$ cat config.mk
export PLATFORM = sky130hd
export DESIGN_NAME = mm_dot_core_flat
export DESIGN_NICKNAME = d
export VERILOG_FILES = /design/src/rtl/mm_dot_core_pkg.sv /design/src/rtl/mm_dot_core_if.sv /design/src/rtl/mm_dot_core_mac.sv /design/src/rtl/mm_dot_core.sv /design/src/flat_wrapper.sv
export SDC_FILE = /design/constraint.sdc
export NUM_CORES = 1
export LEC_CHECK = 0
export BUFFER_PORTS_ARGS = -buffer_cell sky130_fd_sc_hd__buf_2
export CAP_MARGIN = 20
export CORE_MARGIN = 4
export CORE_UTILIZATION = 40
export DETAILED_ROUTE_END_ITERATION = 8
export PLACE_DENSITY_LB_ADDON = 0.05
export SLEW_MARGIN = 10
export SYNTH_ARGS = -nofsm -noshare
export SYNTH_HDL_FRONTEND = slang
export SYNTH_SLANG_ARGS = --single-unit
$ cat constraint.sdc
create_clock -name clk -period 6.4 [get_ports clk]
set_input_delay 0.64 -clock clk [delete_from_list [all_inputs] [get_ports clk]]
set_output_delay 0.64 -clock clk [all_outputs]
set_load 0.03 [all_outputs]
$ cat src/rtl/mm_dot_core_pkg.sv
// Shared types and helpers for the row-sequenced matrix-multiply core.
// Holds the FSM state encoding, accumulator sizing and default DRAM base addresses.
package mm_core_pkg;

  typedef enum logic [3:0] {
    ST_IDLE      = 4'd0,
    ST_ELEM_INIT = 4'd1,
    ST_RD_A      = 4'd2,
    ST_WAIT_A    = 4'd3,
    ST_RD_B      = 4'd4,
    ST_WAIT_B    = 4'd5,
    ST_WR_C      = 4'd6,
    ST_NEXT      = 4'd7,
    ST_FIN       = 4'd8
  } state_e;

  localparam int A_BASE_DEF = 0;
  localparam int B_BASE_DEF = 0;
  localparam int C_BASE_DEF = 0;

  // Product of two DATA_W operands summed up to 2^DIM_W-1 times cannot overflow this.
  function automatic int acc_width(input int data_w, input int dim_w);
    return 2 * data_w + dim_w;
  endfunction

  function automatic int id_width(input int num_cores);
    return (num_cores > 1) ? $clog2(num_cores) : 1;
  endfunction

endpackage

$ cat src/rtl/mm_dot_core_if.sv
// Shared, arbitrated DRAM port: one request/grant handshake per access,
// read data returned the cycle after a granted read.
interface mm_dot_core_if #(
  parameter int ADDR_W = 16,
  parameter int DATA_W = 16
);
  logic              req;
  logic              wr_en;
  logic              gnt;
  logic [ADDR_W-1:0] addr;
  logic [DATA_W-1:0] wdata;
  logic [DATA_W-1:0] rdata;

  modport master (output req, wr_en, addr, wdata, input gnt, rdata);
  modport slave  (input req, wr_en, addr, wdata, output gnt, rdata);
endinterface

$ cat src/rtl/mm_dot_core_mac.sv
// mm_mac: registered unsigned multiply-accumulate with clear/enable.
// SATURATE_EN selects a clamped stored value plus a clamp flag; otherwise truncation.
module mm_mac
  import mm_core_pkg::*;
#(
  parameter int DATA_W = 16,
  parameter int DIM_W  = 8
) (
  input  logic              clk,
  input  logic              rst,
  input  logic              clr,
  input  logic              en,
  input  logic [DATA_W-1:0] a,
  input  logic [DATA_W-1:0] b,
  output logic [DATA_W-1:0] result
`ifdef SATURATE_EN
  ,
  output logic              clamp
`endif
);

  localparam int ACC_W = acc_width(DATA_W, DIM_W);

  logic [ACC_W-1:0] acc;
  logic [ACC_W-1:0] prod;

  assign prod = ACC_W'(a) * ACC_W'(b);

  always_ff @(posedge clk or negedge rst) begin
    if (!rst)     acc <= '0;
    else if (clr) acc <= '0;
    else if (en)  acc <= acc + prod;
  end

`ifdef SATURATE_EN
  assign clamp  = |acc[ACC_W-1:DATA_W];
  assign result = clamp ? '1 : acc[DATA_W-1:0];
`else
  assign result = acc[DATA_W-1:0];
`endif

endmodule

$ cat src/rtl/mm_dot_core.sv
// mm_dot_core: hard-sequenced dot-product core computing rows core_id, core_id+NUM_CORES, ...
// of C = A*B over a shared DRAM port. Define SATURATE_EN for clamped stores and a sticky ovf flag.
module mm_dot_core
  import mm_core_pkg::*;
#(
  parameter int DATA_W    = 16,
  parameter int ADDR_W    = 16,
  parameter int DIM_W     = 8,
  parameter int NUM_CORES = 4,
  parameter int A_BASE    = A_BASE_DEF,
  parameter int B_BASE    = B_BASE_DEF,
  parameter int C_BASE    = C_BASE_DEF
) (
  input  logic                            clk,
  input  logic                            rst,
  input  logic                            start,
  input  logic [id_width(NUM_CORES)-1:0]  core_id,
  input  logic [DIM_W-1:0]                dim_p,
  input  logic [DIM_W-1:0]                dim_q,
  input  logic [DIM_W-1:0]                dim_r,
  mm_dot_core_if.master                   dram,
  output logic                            busy,
  output logic                            end_process
`ifdef SATURATE_EN
  ,
  output logic                            ovf
`endif
);

  localparam logic [3:0] IDLE      = ST_IDLE;
  localparam logic [3:0] ELEM_INIT = ST_ELEM_INIT;
  localparam logic [3:0] RD_A      = ST_RD_A;
  localparam logic [3:0] WAIT_A    = ST_WAIT_A;
  localparam logic [3:0] RD_B      = ST_RD_B;
  localparam logic [3:0] WAIT_B    = ST_WAIT_B;
  localparam logic [3:0] WR_C      = ST_WR_C;
  localparam logic [3:0] NEXT      = ST_NEXT;
  localparam logic [3:0] FIN       = ST_FIN;

  localparam int IDX_W  = DIM_W + 1;
  localparam int PROD_W = 2 * DIM_W + 1;

  logic [3:0]        state;
  logic [DIM_W-1:0]  p_reg, q_reg, r_reg;
  logic [IDX_W-1:0]  i;
  logic [DIM_W-1:0]  j, k;
  logic [ADDR_W-1:0] a_ptr, b_ptr, c_ptr;
  logic [DATA_W-1:0] a_reg, c_val;

  logic [PROD_W-1:0] i_ext, iq, ir;
  logic [IDX_W-1:0]  i_step;
  logic [DIM_W-1:0]  j_inc, k_inc;
  logic              degenerate;

  assign i_ext      = PROD_W'(i);
  assign iq         = i_ext * PROD_W'(q_reg);
  assign ir         = i_ext * PROD_W'(r_reg);
  assign i_step     = i + IDX_W'(NUM_CORES);
  assign j_inc      = j + DIM_W'(1);
  assign k_inc      = k + DIM_W'(1);
  assign degenerate = (dim_p == '0) || (dim_q == '0) || (dim_r == '0) ||
                      (IDX_W'(core_id) >= IDX_W'(dim_p));

  // NOTE: state registers use non-blocking assignments so every flop samples pre-edge values.
  always_ff @(posedge clk or negedge rst) begin
    if (!rst) begin
      state       <= IDLE;
      busy        <= 1'b0;
      end_process <= 1'b0;
      p_reg       <= '0;
      q_reg       <= '0;
      r_reg       <= '0;
      i           <= '0;
      j           <= '0;
      k           <= '0;
      a_ptr       <= '0;
      b_ptr       <= '0;
      c_ptr       <= '0;
      a_reg       <= '0;
    end else begin
      end_process <= 1'b0;
      case (state)
        IDLE: if (start) begin
          p_reg <= dim_p;
          q_reg <= dim_q;
          r_reg <= dim_r;
          i     <= IDX_W'(core_id);
          j     <= '0;
          busy  <= 1'b1;
          state <= degenerate ? FIN : ELEM_INIT;
        end
        ELEM_INIT: begin
          k     <= '0;
          a_ptr <= ADDR_W'(A_BASE) + ADDR_W'(iq);
          b_ptr <= ADDR_W'(B_BASE) + ADDR_W'(j);
          c_ptr <= ADDR_W'(C_BASE) + ADDR_W'(ir) + ADDR_W'(j);
          state <= RD_A;
        end
        RD_A: if (dram.gnt) state <= WAIT_A;
        WAIT_A: begin
          a_reg <= dram.rdata;
          state <= RD_B;
        end
        RD_B: if (dram.gnt) state <= WAIT_B;
        WAIT_B: begin
          a_ptr <= a_ptr + ADDR_W'(1);
          b_ptr <= b_ptr + ADDR_W'(r_reg);
          k     <= k_inc;
          state <= (k_inc == q_reg) ? WR_C : RD_A;
        end
        WR_C: if (dram.gnt) state <= NEXT;
        NEXT: begin
          if (j_inc == r_reg) begin
            j     <= '0;
            i     <= i_step;
            state <= (i_step >= IDX_W'(p_reg)) ? FIN : ELEM_INIT;
          end else begin
            j     <= j_inc;
            state <= ELEM_INIT;
          end
        end
        FIN: begin
          end_process <= 1'b1;
          busy        <= 1'b0;
          state       <= IDLE;
        end
        default: state <= IDLE;
      endcase
    end
  end

  // Request outputs decode purely from state, so they hold steady while a grant is pending.
  // NOTE: defaults first in always_comb so no path leaves an output unassigned (no latch).
  always_comb begin
    dram.req   = 1'b0;
    dram.wr_en = 1'b0;
    dram.addr  = '0;
    dram.wdata = '0;
    case (state)
      RD_A: begin
        dram.req  = 1'b1;
        dram.addr = a_ptr;
      end
      RD_B: begin
        dram.req  = 1'b1;
        dram.addr = b_ptr;
      end
      WR_C: begin
        dram.req   = 1'b1;
        dram.wr_en = 1'b1;
        dram.addr  = c_ptr;
        dram.wdata = c_val;
      end
      default: ;
    endcase
  end

`ifdef SATURATE_EN
  logic clamp;

  always_ff @(posedge clk or negedge rst) begin
    if (!rst)                                ovf <= 1'b0;
    else if (state == IDLE && start)         ovf <= 1'b0;
    else if (state == WR_C && dram.gnt && clamp) ovf <= 1'b1;
  end
`endif

  mm_mac #(
    .DATA_W (DATA_W),
    .DIM_W  (DIM_W)
  ) u_mac (
    .clk    (clk),
    .rst    (rst),
    .clr    (state == ELEM_INIT),
    .en     (state == WAIT_B),
    .a      (a_reg),
    .b      (dram.rdata),
    .result (c_val)
`ifdef SATURATE_EN
    ,
    .clamp  (clamp)
`endif
  );

endmodule

$ cat src/flat_wrapper.sv
// flat-port wrapper written by rule: the top's interface ports become plain ports
module mm_dot_core_flat import mm_core_pkg::*;
#(
  parameter int DATA_W    = 16,
  parameter int ADDR_W    = 16,
  parameter int DIM_W     = 8,
  parameter int NUM_CORES = 4,
  parameter int A_BASE    = A_BASE_DEF,
  parameter int B_BASE    = B_BASE_DEF,
  parameter int C_BASE    = C_BASE_DEF
)
  (clk, rst, start, core_id, dim_p, dim_q, dim_r, busy, end_process, dram_req, dram_wr_en, dram_addr, dram_wdata, dram_gnt, dram_rdata);
  mm_dot_core_if #(.ADDR_W(ADDR_W), .DATA_W(DATA_W)) dram_i ();
  input  logic clk;
  input  logic rst;
  input  logic start;
  input  logic [id_width(NUM_CORES)-1:0] core_id;
  input  logic [DIM_W-1:0] dim_p;
  input  logic [DIM_W-1:0] dim_q;
  input  logic [DIM_W-1:0] dim_r;
  output logic busy;
  output logic end_process;
  output wire logic [$bits(dram_i.req)-1:0] dram_req;
  output wire logic [$bits(dram_i.wr_en)-1:0] dram_wr_en;
  output wire logic [$bits(dram_i.addr)-1:0] dram_addr;
  output wire logic [$bits(dram_i.wdata)-1:0] dram_wdata;
  input wire logic [$bits(dram_i.gnt)-1:0] dram_gnt;
  input wire logic [$bits(dram_i.rdata)-1:0] dram_rdata;
  assign dram_req = dram_i.req;
  assign dram_wr_en = dram_i.wr_en;
  assign dram_addr = dram_i.addr;
  assign dram_wdata = dram_i.wdata;
  assign dram_i.gnt = dram_gnt;
  assign dram_i.rdata = dram_rdata;
  mm_dot_core #(.DATA_W(DATA_W), .ADDR_W(ADDR_W), .DIM_W(DIM_W), .NUM_CORES(NUM_CORES), .A_BASE(A_BASE), .B_BASE(B_BASE), .C_BASE(C_BASE)) u_core (.clk(clk), .rst(rst), .start(start), .core_id(core_id), .dim_p(dim_p), .dim_q(dim_q), .dim_r(dim_r), .dram(dram_i), .busy(busy), .end_process(end_process));
endmodule
==> flow_summary.toml <==
[outcome]
status = "completed"

[timing]
worstMarginPinSlew_ps = 1080
tns_ps = 0
hold_violations = 0
fin_crit_sh = 0.865
setup_violations = 0
holdWs_ps = 175
maxSlewViolCount = 0
rsz0062_at_grt = "false"
maxSlewHeadroom = 0.280
fmax_mhz = 181
fin_crit_ps = 5540
skew_ps = 13.8

[finish]
finalNetCount = 2243
fin_util = 0.445
fin_cells = 2405
antennaDiodeCount = 0
final_layout_size_suffix_gt1_frac = 0.110
area_growth_pct = 9.02

[logic_synthesis]
synth-compound-area-share = 0.0977
synth_xor_area_frac = 0.0580
yosysUniqueCellTypes = 71
synth_nets = 2211
async_reset_ff_frac = 1.00
synth-edff-count = 0
synth_area_um2 = 16300
postSynthAreaPerCell_um2 = 8.89
yosysSeqAreaShare = 0.207
ys.flop_type = "dfrtp_1"
ys_warn_count = 0
synth_top_family_by_area = "adder cells"
synth-simple-area-share = 0.164
syn_inst = 1835
ys_ff_latch = 135
yosys-mux-area-fraction = 0.0343
synth_fa_ha_area_frac = 0.338

[cts]
cts_buffers = 17
clock_latency_ps = 450
cts_tree = "done"
clk_pin_slew_ps = 70
cts.sinks = 135
clockBufferDepth = 2
clockRootBuffer = "clkbuf_16"
hold_buffers = 0
cts.htree.levels = 4
cts_resized = 0
post_cts_buffers = 0

[placed_design]
io_buffers = 81
globalplace.congestion = 0.831
dp.final_hpwl_um = 34800
dp_cells = 2371

[global_route]
grt_overflow_total = 0
grt_max_degree = 69
grt_pass1_wl_um = 72700
antenna_found_initial = 1
grt_pass1_vias = 12824
grt_use_total = 0.211

[worst_setup_path]
critPathTopFamily = "adder cells"
path_cells = "and2_1, fa_1, inv_1, fa_1, inv_1, ha_1, fa_1, fa_1, inv_1, fa_1, inv_1, ha_1, or2_1, a2111oi_4, o31ai_1, a21o_1, a21oi_2, xor2_1, o22ai_1"
worstPathRequired_ps = 6710
crit_path_max_fanout = 15
cpMaxStageDelayCell = "dfrtp_1"
start_kind = "register"
cp_common_cell = "fa_1"
path_buf_inv = 4
crit_type = "reg2reg"
slowest_delay_ps = 560
arrival_ps = 5850
rrSetupSlack_ps = 860
cp-end-kind = "register"

[route]
dr.pass1.iters = 7
post_drt_wl_per_cell_um = 18.7
viasPerCell = 5.10
first_iter_violations = 613
antenna_left = 0
via_count = 12262
post-route-drc-count = 0
wl_um = 45000

[die]
die_h_um = 210
dieArea_um2 = 44100
start_util = 0.408
core-area_um2 = 40000
io_pins = 82
dieWidth_um = 210
rows = 73

[hold_path]
hold_class = "in2async"

[job]
maxCapViolCount = 0
==> kinds of logic after synthesis <==
logic type | Yosys count
and+or+nand+nor | 549
muxes | 49
buffers and inverters | 432
adders and majority gates | 330
AOI/OAI and AO/OA | 235
xor gates and xnor gates | 105
DFF | 135
==> layout by cell type, fill, tap and decap left out, types with 12 or more instances in the layout <==
master     instances
mux2_2            40
dfrtp_1          135
nor3_1            26
o21ai_0           67
inv_1            345
fa_1             185
buf_2             80
nand3_1           20
ha_1             145
o21ai_1           12
xor2_1            34
and2_1           125
buf_4             17
xnor2_1           69
a21o_1            17
nand2b_1          14
nand2_1          260
clkbuf_16         17
a21oi_1           40
a222oi_1          16
nor2_1            43
==> cell usage after synthesis, types with 5 or more instances <==
cell	count	share of area
a222oi_1	16	0.0098
o31ai_1	8	0.0037
o21ai_0	67	0.021
o221ai_1	6	0.0032
nand3_1	20	0.0061
nor3_1	28	0.0086
nand4_1	6	0.0023
nor2_1	45	0.010
nor4_1	7	0.0027
clkbuf_1	64	0.015
a21o_1	17	0.0078
buf_1	6	0.0014
o211ai_1	6	0.0028
mux2i_1	5	0.0031
fa_1	185	0.23
o21ai_1	12	0.0037
buf_2	16	0.0049
a22oi_1	8	0.0037
ha_1	145	0.11
and3_1	9	0.0034
inv_1	345	0.079
nor2b_1	9	0.0034
nand2_1	260	0.060
dfrtp_1	135	0.21
and2_1	125	0.048
nand2b_1	14	0.0054
mux2_2	40	0.028
xnor2_1	69	0.037
a211oi_1	5	0.0023
o21a_1	7	0.0032
o22ai_1	9	0.0034
a21oi_1	40	0.012
xor2_1	34	0.018
==> area by class of cell <==
cell class | instances | area [um^2]
multi-input combinational | 1268 | 11300
clock buffer | 18 | 429
timing repair buffer | 100 | 562
clock inverter | 14 | 164
tap | 525 | 657
inverter | 345 | 1290
fill | 3996 | 22200
sequential | 135 | 3380
==> final timing paths <==
path / from / to / cells past startpoint
max: u_core.a_reg[2] / u_core.u_mac.acc[14] / 19
min: rst / u_core.u_mac.acc[3] / 1
max reg2reg: u_core.a_reg[2] / u_core.u_mac.acc[14] / 19
min reg2reg: u_core.c_ptr[3] / u_core.c_ptr[3] / 2
max in group asynchronous: rst / u_core.i[3] / 2
min in group clk: dim_q[6] / u_core.q_reg[6] / 2
==> metal layers <==
layer	wire [um]	track usage
met5	13	0
met4	1290	0.0662
met3	1560	0.0317
met2	22300	0.358
met1	19800	0.280
==> stage by stage <==
| step | setup WS [ps] | instance area, um^2 |
|---|---|---|
| global placement | 681 | 17200 |
| global route | 599 | 17800 |
| CTS | 853 | 17800 |
| floorplan | 912 | 16300 |
| finish | 861 | 17800 |
| detailed placement | 646 | 17200 |
Power is left out: the tool's default activity adds up to more than one toggle a clock period on the data nets, which glitch-free logic cannot reach.
